[config.mk]
export PLATFORM = sky130hd
export DESIGN_NAME = vmsx_seq_flat
export DESIGN_NICKNAME = d
export VERILOG_FILES = /design/src/rtl/vmsx_seq_pkg.sv /design/src/rtl/vmsx_seq_if.sv /design/src/rtl/vmsx_seq_chunk.sv /design/src/rtl/vmsx_seq.sv /design/src/flat_wrapper.sv
export SDC_FILE = /design/constraint.sdc
export NUM_CORES = 1
export LEC_CHECK = 0
export ABC_AREA = 1
export CAP_MARGIN = 20
export CORE_MARGIN = 3
export CORE_UTILIZATION = 50
export DETAILED_ROUTE_END_ITERATION = 12
export HOLD_SLACK_MARGIN = 0.06
export PLACE_DENSITY_LB_ADDON = 0.3
export SLEW_MARGIN = 30
export SYNTH_ARGS = -nofsm -noshare
export SYNTH_HDL_FRONTEND = slang
export SYNTH_SLANG_ARGS = --single-unit
[constraint.sdc]
create_clock -name clk_i -period 5.55 [get_ports clk_i]
set_input_delay 0.8325 -clock clk_i [delete_from_list [all_inputs] [get_ports clk_i]]
set_output_delay 0.8325 -clock clk_i [all_outputs]
set_load 0.03 [all_outputs]
[src/rtl/vmsx_seq_pkg.sv]
// vmsx_seq_pkg -- shared types and constants for the VMSBF/VMSIF/VMSOF sequencer.
// Rev 1.0
`default_nettype none

package vmsx_seq_pkg;

   localparam int VMSX_VLEN    = 128;
   localparam int VMSX_CHUNK_W = 16;
   localparam int VMSX_VL_W    = $clog2(VMSX_VLEN) + 1;

   typedef enum logic [1:0] {
      VMSBF = 2'd0,
      VMSIF = 2'd1,
      VMSOF = 2'd2
   } instr_type_t;

   typedef enum logic [1:0] {
      IDLE = 2'd0,
      BUSY = 2'd1,
      DONE = 2'd2
   } vmsx_state_t;

endpackage

`default_nettype wire

[src/rtl/vmsx_seq_if.sv]
// vmsx_seq_if -- request/result handshake bundle of the mask-prefix sequencer.
// Rev 1.0
`default_nettype none

interface vmsx_seq_if #(
   parameter int VLEN = vmsx_seq_pkg::VMSX_VLEN
);
   import vmsx_seq_pkg::*;

   localparam int VL_W = $clog2(VLEN) + 1;

   logic              valid_i;
   logic              ready_o;
   instr_type_t       instr_type_i;
   logic [VLEN-1:0]   vs2_i;
   logic [VLEN-1:0]   vm_i;
   logic              use_mask_i;
   logic [VL_W-1:0]   vl_i;
   logic              kill_i;
   logic              valid_o;
   logic              ready_i;
   logic [VLEN-1:0]   vd_o;

   modport master (
      output valid_i, instr_type_i, vs2_i, vm_i, use_mask_i, vl_i, kill_i, ready_i,
      input  ready_o, valid_o, vd_o
   );

   modport slave (
      input  valid_i, instr_type_i, vs2_i, vm_i, use_mask_i, vl_i, kill_i, ready_i,
      output ready_o, valid_o, vd_o
   );

endinterface

`default_nettype wire

[src/rtl/vmsx_seq_chunk.sv]
// vmsx_seq_chunk -- combinational set-before/including/only-first over one CHUNK_W slice.
// Rev 1.0
`default_nettype none

module vmsx_seq_chunk
   import vmsx_seq_pkg::*;
#(
   parameter int CHUNK_W = VMSX_CHUNK_W,
   parameter int VL_W    = VMSX_VL_W
) (
   input  instr_type_t        instr_i,
   input  logic [CHUNK_W-1:0] vs2_i,
   input  logic [CHUNK_W-1:0] vm_i,
   input  logic               use_mask_i,
   input  logic [VL_W-1:0]    base_i,
   input  logic [VL_W-1:0]    vl_i,
   input  logic               found_i,
   output logic [CHUNK_W-1:0] res_o,
   output logic               found_o
);

   logic w_found;
   logic w_act;
   logic w_before_val;
   logic w_at_val;

   // Unknown instruction encodings produce an all-zero result.
   assign w_before_val = (instr_i == VMSBF) || (instr_i == VMSIF);
   assign w_at_val     = (instr_i == VMSIF) || (instr_i == VMSOF);

   always_comb begin
      w_found = found_i;
      w_act   = 1'b0;
      res_o   = '0;
      for (int i = 0; i < CHUNK_W; i++) begin
         w_act = vs2_i[i] & (vm_i[i] | ~use_mask_i);
         if (((base_i + VL_W'(i)) < vl_i) && !w_found) begin
            if (w_act) begin
               w_found  = 1'b1;
               res_o[i] = w_at_val;
            end else begin
               res_o[i] = w_before_val;
            end
         end
      end
      found_o = w_found;
   end

endmodule

`default_nettype wire

[src/rtl/vmsx_seq.sv]
// vmsx_seq -- multi-beat VMSBF/VMSIF/VMSOF sequencer over a full VLEN-bit mask register.
// Rev 1.0
`default_nettype none

module vmsx_seq
   import vmsx_seq_pkg::*;
#(
   parameter int VLEN    = VMSX_VLEN,
   parameter int CHUNK_W = VMSX_CHUNK_W
) (
   input  logic        clk_i,
   input  logic        rstn_i,
   vmsx_seq_if.slave   bus
);

   localparam int NBEATS = VLEN / CHUNK_W;
   localparam int BEAT_W = (NBEATS > 1) ? $clog2(NBEATS) : 1;
   localparam int VL_W   = $clog2(VLEN) + 1;

   vmsx_state_t       state_q, state_d;
   logic [BEAT_W-1:0] beat_q, beat_d;
   logic              found_q, found_d;
   instr_type_t       instr_q, instr_d;
   logic [VLEN-1:0]   vs2_q, vs2_d;
   logic [VLEN-1:0]   vm_q, vm_d;
   logic              use_mask_q, use_mask_d;
   logic [VL_W-1:0]   vl_q, vl_d;
   logic [VLEN-1:0]   vd_q, vd_d;

   logic [VL_W-1:0]    w_base;
   logic [VL_W-1:0]    w_next_base;
   logic               w_last;
   logic [CHUNK_W-1:0] w_res;
   logic               w_found;

   assign w_base      = VL_W'(beat_q) * VL_W'(CHUNK_W);
   assign w_next_base = w_base + VL_W'(CHUNK_W);
   assign w_last      = (w_next_base >= vl_q) || (beat_q == BEAT_W'(NBEATS - 1));

   vmsx_seq_chunk #(
      .CHUNK_W (CHUNK_W),
      .VL_W    (VL_W)
   ) u_chunk (
      .instr_i    (instr_q),
      .vs2_i      (vs2_q[w_base +: CHUNK_W]),
      .vm_i       (vm_q[w_base +: CHUNK_W]),
      .use_mask_i (use_mask_q),
      .base_i     (w_base),
      .vl_i       (vl_q),
      .found_i    (found_q),
      .res_o      (w_res),
      .found_o    (w_found)
   );

   always_comb begin
      state_d    = state_q;
      beat_d     = beat_q;
      found_d    = found_q;
      instr_d    = instr_q;
      vs2_d      = vs2_q;
      vm_d       = vm_q;
      use_mask_d = use_mask_q;
      vl_d       = vl_q;
      vd_d       = vd_q;
      case (state_q)
         IDLE: begin
            if (bus.valid_i && !bus.kill_i) begin
               instr_d    = bus.instr_type_i;
               vs2_d      = bus.vs2_i;
               vm_d       = bus.vm_i;
               use_mask_d = bus.use_mask_i;
               vl_d       = bus.vl_i;
               vd_d       = '0;
               found_d    = 1'b0;
               beat_d     = '0;
               state_d    = (bus.vl_i == '0) ? DONE : BUSY;
            end
         end
         BUSY: begin
            if (bus.kill_i) begin
               state_d = IDLE;
            end else begin
               vd_d[w_base +: CHUNK_W] = w_res;
               found_d = w_found;
               beat_d  = beat_q + 1'b1;
               // Once the first active bit is placed, every later element is 0 already.
               if ((w_found && !found_q) || w_last) begin
                  state_d = DONE;
               end
            end
         end
         DONE: begin
            if (bus.kill_i || bus.ready_i) begin
               state_d = IDLE;
            end
         end
         default: state_d = IDLE;
      endcase
   end

   always_ff @(posedge clk_i or negedge rstn_i) begin
      if (!rstn_i) begin
         state_q    <= IDLE;
         beat_q     <= '0;
         found_q    <= 1'b0;
         instr_q    <= VMSBF;
         vs2_q      <= '0;
         vm_q       <= '0;
         use_mask_q <= 1'b0;
         vl_q       <= '0;
         vd_q       <= '0;
      end else begin
         state_q    <= state_d;
         beat_q     <= beat_d;
         found_q    <= found_d;
         instr_q    <= instr_d;
         vs2_q      <= vs2_d;
         vm_q       <= vm_d;
         use_mask_q <= use_mask_d;
         vl_q       <= vl_d;
         vd_q       <= vd_d;
      end
   end

   assign bus.ready_o = (state_q == IDLE);
   assign bus.valid_o = (state_q == DONE);
   assign bus.vd_o    = vd_q;

endmodule

`default_nettype wire

[src/flat_wrapper.sv]
// flat-port wrapper written by rule: the top's interface ports become plain ports
module vmsx_seq_flat import vmsx_seq_pkg::*;
#(
   parameter int VLEN    = VMSX_VLEN,
   parameter int CHUNK_W = VMSX_CHUNK_W
)
  (clk_i, rstn_i, bus_valid_i, bus_instr_type_i, bus_vs2_i, bus_vm_i, bus_use_mask_i, bus_vl_i, bus_kill_i, bus_ready_i, bus_ready_o, bus_valid_o, bus_vd_o);
  vmsx_seq_if #(.VLEN(VLEN)) bus_i ();
  input  logic clk_i;
  input  logic rstn_i;
  input wire logic [$bits(bus_i.valid_i)-1:0] bus_valid_i;
  input wire logic [$bits(bus_i.instr_type_i)-1:0] bus_instr_type_i;
  input wire logic [$bits(bus_i.vs2_i)-1:0] bus_vs2_i;
  input wire logic [$bits(bus_i.vm_i)-1:0] bus_vm_i;
  input wire logic [$bits(bus_i.use_mask_i)-1:0] bus_use_mask_i;
  input wire logic [$bits(bus_i.vl_i)-1:0] bus_vl_i;
  input wire logic [$bits(bus_i.kill_i)-1:0] bus_kill_i;
  input wire logic [$bits(bus_i.ready_i)-1:0] bus_ready_i;
  output wire logic [$bits(bus_i.ready_o)-1:0] bus_ready_o;
  output wire logic [$bits(bus_i.valid_o)-1:0] bus_valid_o;
  output wire logic [$bits(bus_i.vd_o)-1:0] bus_vd_o;
  assign bus_i.valid_i = bus_valid_i;
  assign bus_i.instr_type_i = bus_instr_type_i;
  assign bus_i.vs2_i = bus_vs2_i;
  assign bus_i.vm_i = bus_vm_i;
  assign bus_i.use_mask_i = bus_use_mask_i;
  assign bus_i.vl_i = bus_vl_i;
  assign bus_i.kill_i = bus_kill_i;
  assign bus_i.ready_i = bus_ready_i;
  assign bus_ready_o = bus_i.ready_o;
  assign bus_valid_o = bus_i.valid_o;
  assign bus_vd_o = bus_i.vd_o;
  vmsx_seq #(.VLEN(VLEN), .CHUNK_W(CHUNK_W)) u_core (.clk_i(clk_i), .rstn_i(rstn_i), .bus(bus_i));
endmodule
Word level (Yosys, flattened, before mapping). Index checks and enable logic that the tools add are counted.

Logic and storage cells: 217. Bits of input ports: 272. Output and inout bits: 130. Bits in registers: 401.

Bitwise operators: 33. Shift operators: 4. Order comparisons: 17. Reductions and logical operators: 47. Add/subtract/negate cells: 18. Equality and inequality tests: 9. Mux-type cells: 80.

Operators with widths (count): $mux 128 (2); $pmux 128 s2 (1); $shiftx 128x8->16 (2); $bwmux 128 (1); $shift 16x10->128 const A (1); $shiftx 16x10->128 (1); $lt 8x8->1 (15); $mux 1 (66); $add 7x4->8 const B (8); $add 7x3->8 const B (4); $logic_and 1x1->1 (18); $logic_not 1->1 (17); $add 7x2->8 const B (2); $and 1x1->1 (16); $or 1x1->1 (16); $mux 2 (5); $neg 7->10 (1); $add 7x1->8 const B (1); $add 7x5->8 const B (1); $ge 8x8->1 (1); $logic_not 8->1 (1); $lt 7x8->1 (1); $mux 3 (2); $pmux 2 s3 (1); 15 further kinds (24).

Logic depth before layout (Yosys ltp).
Depth after elaboration: 55. Depth in mapped cells: 27. Mapped depth without buffers: 22.

By module. Synthesis repeated with hierarchy kept, for this count alone.

Cell total of the unflattened synthesis: 2879. Area total of the unflattened synthesis: 21863.5 µm².

By module, submodules not included: vmsx_seq (cells an instance 2310, times used 1, area an instance 18081.1 µm², seq. area each 10034.6 µm²); vmsx_seq_chunk (cells an instance 569, times used 1, area an instance 3782.4 µm², seq. area each 0.0 µm²).

Least setup slack after synthesis. No wires, ideal clock.

Path type: register to register. From: reg u_core.beat_q[0]. To: reg u_core.vd_q[79], in the netlist u_core.bus.vd_o[79]. Setup slack: 1.543 ns. Cell stages (with the launch flop): 26. Path buffers: 6. Setup time: 0.076 ns. Clock period less this slack: 4.007 ns. Data arrival time: 3.930 ns. Required time: 5.474 ns. Path through: dfrtp_1 > buf_4 > inv_2 > buf_2 > buf_2 > buf_2 > buf_4 > clkbuf_1 > ha_1 > nor3_4 > inv_2 > nor2_2 > nor2_1 > inv_1 > nand2_1 > nand2_1 > nand4_2 > nor2_2 > nand4_2 > a21oi_2 > nand4_2 > nor2_4 > nand4_2 > nor2_4 > nand2_1 > o21ai_1.

Longest elaborated chain between the ends: 54. Elaborated cells between the ends (all ways): 164. Classes of those cells: add/sub (16); order compare (16); shift (4); mux (65); bitwise (32); reduce/logical (31).

Ends and longest elaborated chain: from (decl) (RTL line vmsx_seq.sv:21) `logic [BEAT_W-1:0] beat_q, beat_d;`; from (signal assigned) (RTL line vmsx_seq.sv:114) `beat_q <= beat_d;`; $shiftx 128x8->16 (RTL line vmsx_seq.sv:46) `.vm_i (vm_q[w_base +: CHUNK_W]),`; $or 1x1->1 (RTL line vmsx_seq_chunk.sv:36) `w_act = vs2_i[i] & (vm_i[i] | ~use_mask_i);`; $and 1x1->1 (RTL line vmsx_seq_chunk.sv:36); $mux 1 (RTL line vmsx_seq_chunk.sv:38) `if (w_act) begin`; $mux 1 (RTL line vmsx_seq_chunk.sv:37) `if (((base_i + VL_W'(i)) < vl_i) && !w_found) begin`; $logic_not 1->1 (RTL line vmsx_seq_chunk.sv:37); $logic_and 1x1->1 (RTL line vmsx_seq_chunk.sv:37); $mux 1 (RTL line vmsx_seq_chunk.sv:37); [... 38 more ...]; $mux 1 (RTL line vmsx_seq_chunk.sv:37); $logic_not 1->1 (RTL line vmsx_seq_chunk.sv:37); $logic_and 1x1->1 (RTL line vmsx_seq_chunk.sv:37); $mux 1 (RTL line vmsx_seq_chunk.sv:37); $shiftx 16x10->128 (RTL line vmsx_seq.sv:83) `vd_d[w_base +: CHUNK_W] = w_res;`; $bwmux 128 (*) (RTL line vmsx_seq.sv:83); $mux 128 (*) (RTL line vmsx_seq.sv:80) `if (bus.kill_i) begin`; $pmux 128 s2 (*) (RTL line vmsx_seq.sv:65) `case (state_q)`; to (signal assigned) (RTL line vmsx_seq.sv:121) `vd_q <= vd_d;`; to (decl) (RTL line vmsx_seq.sv:28) `logic [VLEN-1:0] vd_q, vd_d;`.

Mark *: on every way between the ends. The rest lies on a longest branch, timed or not. The select of a mux whose other input is x is not followed. A chain may end at the register's enable or synchronous reset.

Worst setup path in the final report.
From: reg u_core.beat_q[0]. To: reg u_core.vd_q[21], in the netlist u_core.bus.vd_o[21].

Same word-level chain as after synthesis.

==> metrics.txt <==
# TYPE chip_impl_metric gauge
chip_impl_info{name="status",value="complete, no violations"} 1
chip_impl_metric{name="ctsLongestPathBuffers",unit=""} 3
chip_impl_metric{name="drt_wl_total",unit="mm"} 61.0
chip_impl_metric{name="layout.area.seq",unit="sq mm"} 0.0100
chip_impl_metric{name="synthesis.area",unit="sq mm"} 0.0185
chip_impl_metric{name="clock_latency",unit="ns"} 0.54
chip_impl_metric{name="synthesis_to_finish_area_growth",unit="%"} 30.5
chip_impl_metric{name="postPlaceCellArea",unit="sq mm"} 0.0227
chip_impl_info{name="cpMaxStageDelayCell",value="sky130_fd_sc_hd__dfrtp_4"} 1
chip_impl_info{name="worst_path_most_repeated_cell",value="sky130_fd_sc_hd__nand2_1"} 1
chip_impl_metric{name="worst-path-max-fanout",unit=""} 47
chip_impl_info{name="clockRootBuffer",value="sky130_fd_sc_hd__clkbuf_16"} 1
chip_impl_metric{name="synth.yosys.seq_area_share",unit="%"} 54.3
chip_impl_metric{name="hold_buffers",unit=""} 0
chip_impl_metric{name="skew",unit="ns"} 0.0124
chip_impl_metric{name="required",unit="ns"} 5.97
chip_impl_metric{name="pwr-share-clk",unit="%"} 23.1
chip_impl_metric{name="routed_via_density",unit=""} 5.61
chip_impl_metric{name="global_route_wire_length_before_repair",unit="mm"} 94.3
chip_impl_metric{name="groute.usage.overall",unit="%"} 30.5
chip_impl_metric{name="final-setup-viol-count",unit=""} 0
chip_impl_metric{name="worst_setup_hold_path_clk_slew",unit="ns"} 0.06
chip_impl_metric{name="timing.max_slew.rel_slack",unit="%"} 34.0
chip_impl_metric{name="io_pins",unit=""} 402
chip_impl_metric{name="die_h",unit="microns"} 198
chip_impl_metric{name="cellPowerDensity",unit="mW/mm^2"} 503
chip_impl_metric{name="crit_cells",unit=""} 16
chip_impl_metric{name="number_of_violations_of_the_max_capacitance_limit",unit=""} 0
chip_impl_info{name="synth_top_area_cells",value="sky130_fd_sc_hd__dfrtp_1 (54%), sky130_fd_sc_hd__nand2_1 (21%), sky130_fd_sc_hd__o21ai_0 (5.2%)"} 1
chip_impl_metric{name="cts_buffers",unit=""} 42
chip_impl_metric{name="postCtsSetupBuffers",unit=""} 0
chip_impl_metric{name="totalNegativeSetupSlack",unit="ns"} 0
chip_impl_metric{name="first_pass_iters",unit=""} 6
chip_impl_metric{name="die-area",unit="sq mm"} 0.0393
chip_impl_info{name="most_repeated_cell_in_the_gate_level_netlist_after_synthesis",value="sky130_fd_sc_hd__nand2_1"} 1
chip_impl_metric{name="port_buffers",unit=""} 401
chip_impl_info{name="synth_top_flop_cell",value="sky130_fd_sc_hd__dfrtp_1"} 1
chip_impl_metric{name="multi_input_area",unit="sq mm"} 0.00743
chip_impl_metric{name="yosys_register_bits",unit=""} 401
chip_impl_info{name="tritoncts",value="built"} 1
chip_impl_metric{name="number_of_antenna_violations_at_the_first_check_in_global_routing",unit=""} 10
chip_impl_metric{name="final_non_filler_cell_area",unit="sq mm"} 0.0241
chip_impl_metric{name="route.vias.total",unit=""} 17600
chip_impl_metric{name="start_util",unit="%"} 51.3
chip_impl_metric{name="highest_ir_drop_seen_on_vdd",unit="uV"} 261
chip_impl_metric{name="timing.final.hold_violations",unit=""} 0
chip_impl_metric{name="cts.sink_count",unit=""} 401
chip_impl_metric{name="leakage_power",unit="uW"} 0.0114
chip_impl_metric{name="cpPeakStageDelay",unit="ns"} 0.77
chip_impl_metric{name="postSynth.asyncResetShare",unit="%"} 100
chip_impl_metric{name="globalRoute.totalOverflow",unit=""} 0
chip_impl_info{name="crit_path_cell_trace",value="buf_4 > ha_1 > nand2_1 > nand2_1 > a21oi_1 > inv_2 > nor2_1 > inv_1 > nand2_1 > nand2_1 > nand4_2 > nor2_2 > o2111ai_1 > nor2_1 > nand3_1 > o21ai_0"} 1
chip_impl_metric{name="h-tree-depth",unit=""} 2
chip_impl_metric{name="synth.yosys.warnings",unit=""} 0
chip_impl_info{name="synth_top_cells_by_count",value="sky130_fd_sc_hd__nand2_1 (1032), sky130_fd_sc_hd__dfrtp_1 (401), sky130_fd_sc_hd__o21ai_0 (192)"} 1
chip_impl_metric{name="synthesis.nets",unit=""} 2608
chip_impl_metric{name="place.gp.congestion",unit=""} 0.951
chip_impl_metric{name="worst-path-buf-inv",unit=""} 3
chip_impl_metric{name="first_global_vias",unit=""} 17100
chip_impl_info{name="setup.worst_path.end_class",value="flop"} 1
chip_impl_metric{name="worst_r2r_path_depth",unit=""} 16
chip_impl_metric{name="time_the_final_worst_path_needs_with_i_o_delays_and_setup",unit="ns"} 4.10
chip_impl_metric{name="seq_power_share",unit="%"} 37.3
chip_impl_metric{name="remaining_drc_errors",unit=""} 0
chip_impl_metric{name="data_arrival_critical_path",unit="ns"} 4.53
chip_impl_metric{name="core-area",unit="sq mm"} 0.0360
chip_impl_metric{name="internal_power",unit="uW"} 7040
chip_impl_info{name="synth_top_area_cell",value="sky130_fd_sc_hd__dfrtp_1"} 1
chip_impl_metric{name="swShare",unit="%"} 41.9
chip_impl_metric{name="synth.top_cell.area_share",unit="%"} 54.3
chip_impl_info{name="grt_setup_unrepaired",value="no"} 1
chip_impl_metric{name="route.detailed.wl_per_inst",unit="microns"} 19.4
chip_impl_metric{name="max_slew.worst_pin.slew",unit="ns"} 0.965
chip_impl_metric{name="first_drt_iteration_drcs",unit=""} 1755
chip_impl_metric{name="fin_crit_sh",unit="%"} 73.9
chip_impl_metric{name="switchingPower",unit="uW"} 5090
chip_impl_metric{name="placement_rows",unit=""} 69
chip_impl_metric{name="drt.antenna.violating_nets",unit=""} 0
chip_impl_metric{name="synth.avg_cell_area",unit="sq um"} 7.97
chip_impl_metric{name="cts.repair.resized",unit=""} 0
chip_impl_info{name="path_class",value="reg -> reg"} 1
chip_impl_metric{name="final_net_count",unit=""} 2929
chip_impl_info{name="setup.worst_path.start_class",value="flop"} 1
chip_impl_info{name="hp-class",value="in -> async"} 1
chip_impl_metric{name="layout-drive-gt1-share",unit="%"} 4.42
chip_impl_metric{name="synth_enable_flop_cells",unit=""} 0
chip_impl_info{name="critPathTopFamily",value="simple AND/OR/NAND/NOR gates"} 1
chip_impl_metric{name="report.final.slew_viol_count",unit=""} 0
chip_impl_metric{name="post_dp_hpwl",unit="mm"} 41.2
chip_impl_metric{name="largest_net_degree_at_the_start_of_global_routing",unit=""} 238
chip_impl_metric{name="die-width",unit="microns"} 198
chip_impl_metric{name="nFillCells",unit=""} 2901
chip_impl_metric{name="power_share_of_the_combinational_group",unit="%"} 39.6
chip_impl_metric{name="fmax",unit="GHz"} 0.244
chip_impl_metric{name="netlist-cell-type-count",unit=""} 44
chip_impl_metric{name="postSynthCellCount",unit=""} 2319
## cells in the final DEF (no fill, tap or decap), types with 22 or more instances in the layout
cell / count
sky130_fd_sc_hd__nand3_1: 83
sky130_fd_sc_hd__clkbuf_16: 43
sky130_fd_sc_hd__dfrtp_1: 399
sky130_fd_sc_hd__o22ai_1: 22
sky130_fd_sc_hd__o21ai_0: 192
sky130_fd_sc_hd__nand2_1: 1031
sky130_fd_sc_hd__inv_1: 104
sky130_fd_sc_hd__o221ai_1: 24
sky130_fd_sc_hd__nor2_1: 102
sky130_fd_sc_hd__a21oi_1: 82
sky130_fd_sc_hd__clkdlybuf4s50_1: 400
## routing by layer
metal | global-route usage [%] | share of wire [%] | up-vias
met4 | 11.9 | 3.9 | 6
met1 | 42.4 | 41 | 8476
li1 | - | - | 8106
met2 | 47.5 | 46 | 891
met3 | 6.14 | 9.7 | 138
met5 | 0 | 0.051 | -
## power by group through the flow
stage	Sequential, uW	Clock (uW)	Combinational, uW
after global routing	4630	2950	5350
after global placement	4500	0	4570
after detailed placement	4540	0	4690
after floorplan	4330	0	3310
after CTS	4500	2830	4740
final	4520	2800	4800
## logic make-up after synthesis
| logic type | count (synthesis) | share of synthesized area (%) |
|---|---|---|
| AO/OA/AOI/OAI | 380 | 11.6 |
| adder cells (fa/ha/maj) | 17 | 1.15 |
| buffers and inverters | 252 | 5.66 |
| flip-flops | 401 | 54.3 |
| AND/OR/NAND/NOR | 1269 | 27.3 |
## per-stage QoR
stage | std cells | utilization [%] | total power (uW) | setup slack (ns) | hold slack, ns
after floorplan | 2319 | - | 7640 | 1.54 | 0.444
after global placement | 3055 | 62.9 | 9060 | 1.58 | 0.457
after detailed placement | 3055 | 63.0 | 9230 | 1.58 | 0.460
after CTS | 3130 | 66.8 | 12100 | 1.56 | 0.457
after global routing | 3136 | 67.0 | 12900 | 1.20 | 0.211
final | 3138 | 67.0 | 12100 | 1.45 | 0.196
## area by class of cell
type | instances | share of cell area [%]
repair buffers | 418 | 17.6
flip-flops and latches | 401 | 41.6
well taps | 461 | 2.39
multi-input cells | 1666 | 30.8
inverters | 111 | 1.77
clock inverters | 9 | 0.358
diodes | 6 | 0.0622
clock buffers | 66 | 5.36
## state kept, by name (all words and copies together), names as in the netlist
name	flops
u_core.beat_q	3
u_core.bus.vd_o	128
u_core.found_q	1
u_core.instr_q	2
u_core.state_q	2
u_core.use_mask_q	1
u_core.vl_q	8
u_core.vm_q	128
u_core.vs2_q	128
## worst paths after layout
kind | end | slack, ns | from
hold reg to reg | u_core.vm_q[95] | 0.47 | u_core.vm_q[95]
hold / removal | u_core.vs2_q[27] | 0.20 | rstn_i
min in group clk_i | u_core.vm_q[95] | 0.47 | u_core.vm_q[95]
max in group asynchronous | u_core.bus.vd_o[114] | 4.16 | rstn_i
setup / recovery | u_core.bus.vd_o[21] | 1.45 | u_core.beat_q[0]
setup reg to reg | u_core.bus.vd_o[21] | 1.45 | u_core.beat_q[0]
No activity file was read; power rests on OpenSTA's default activity.
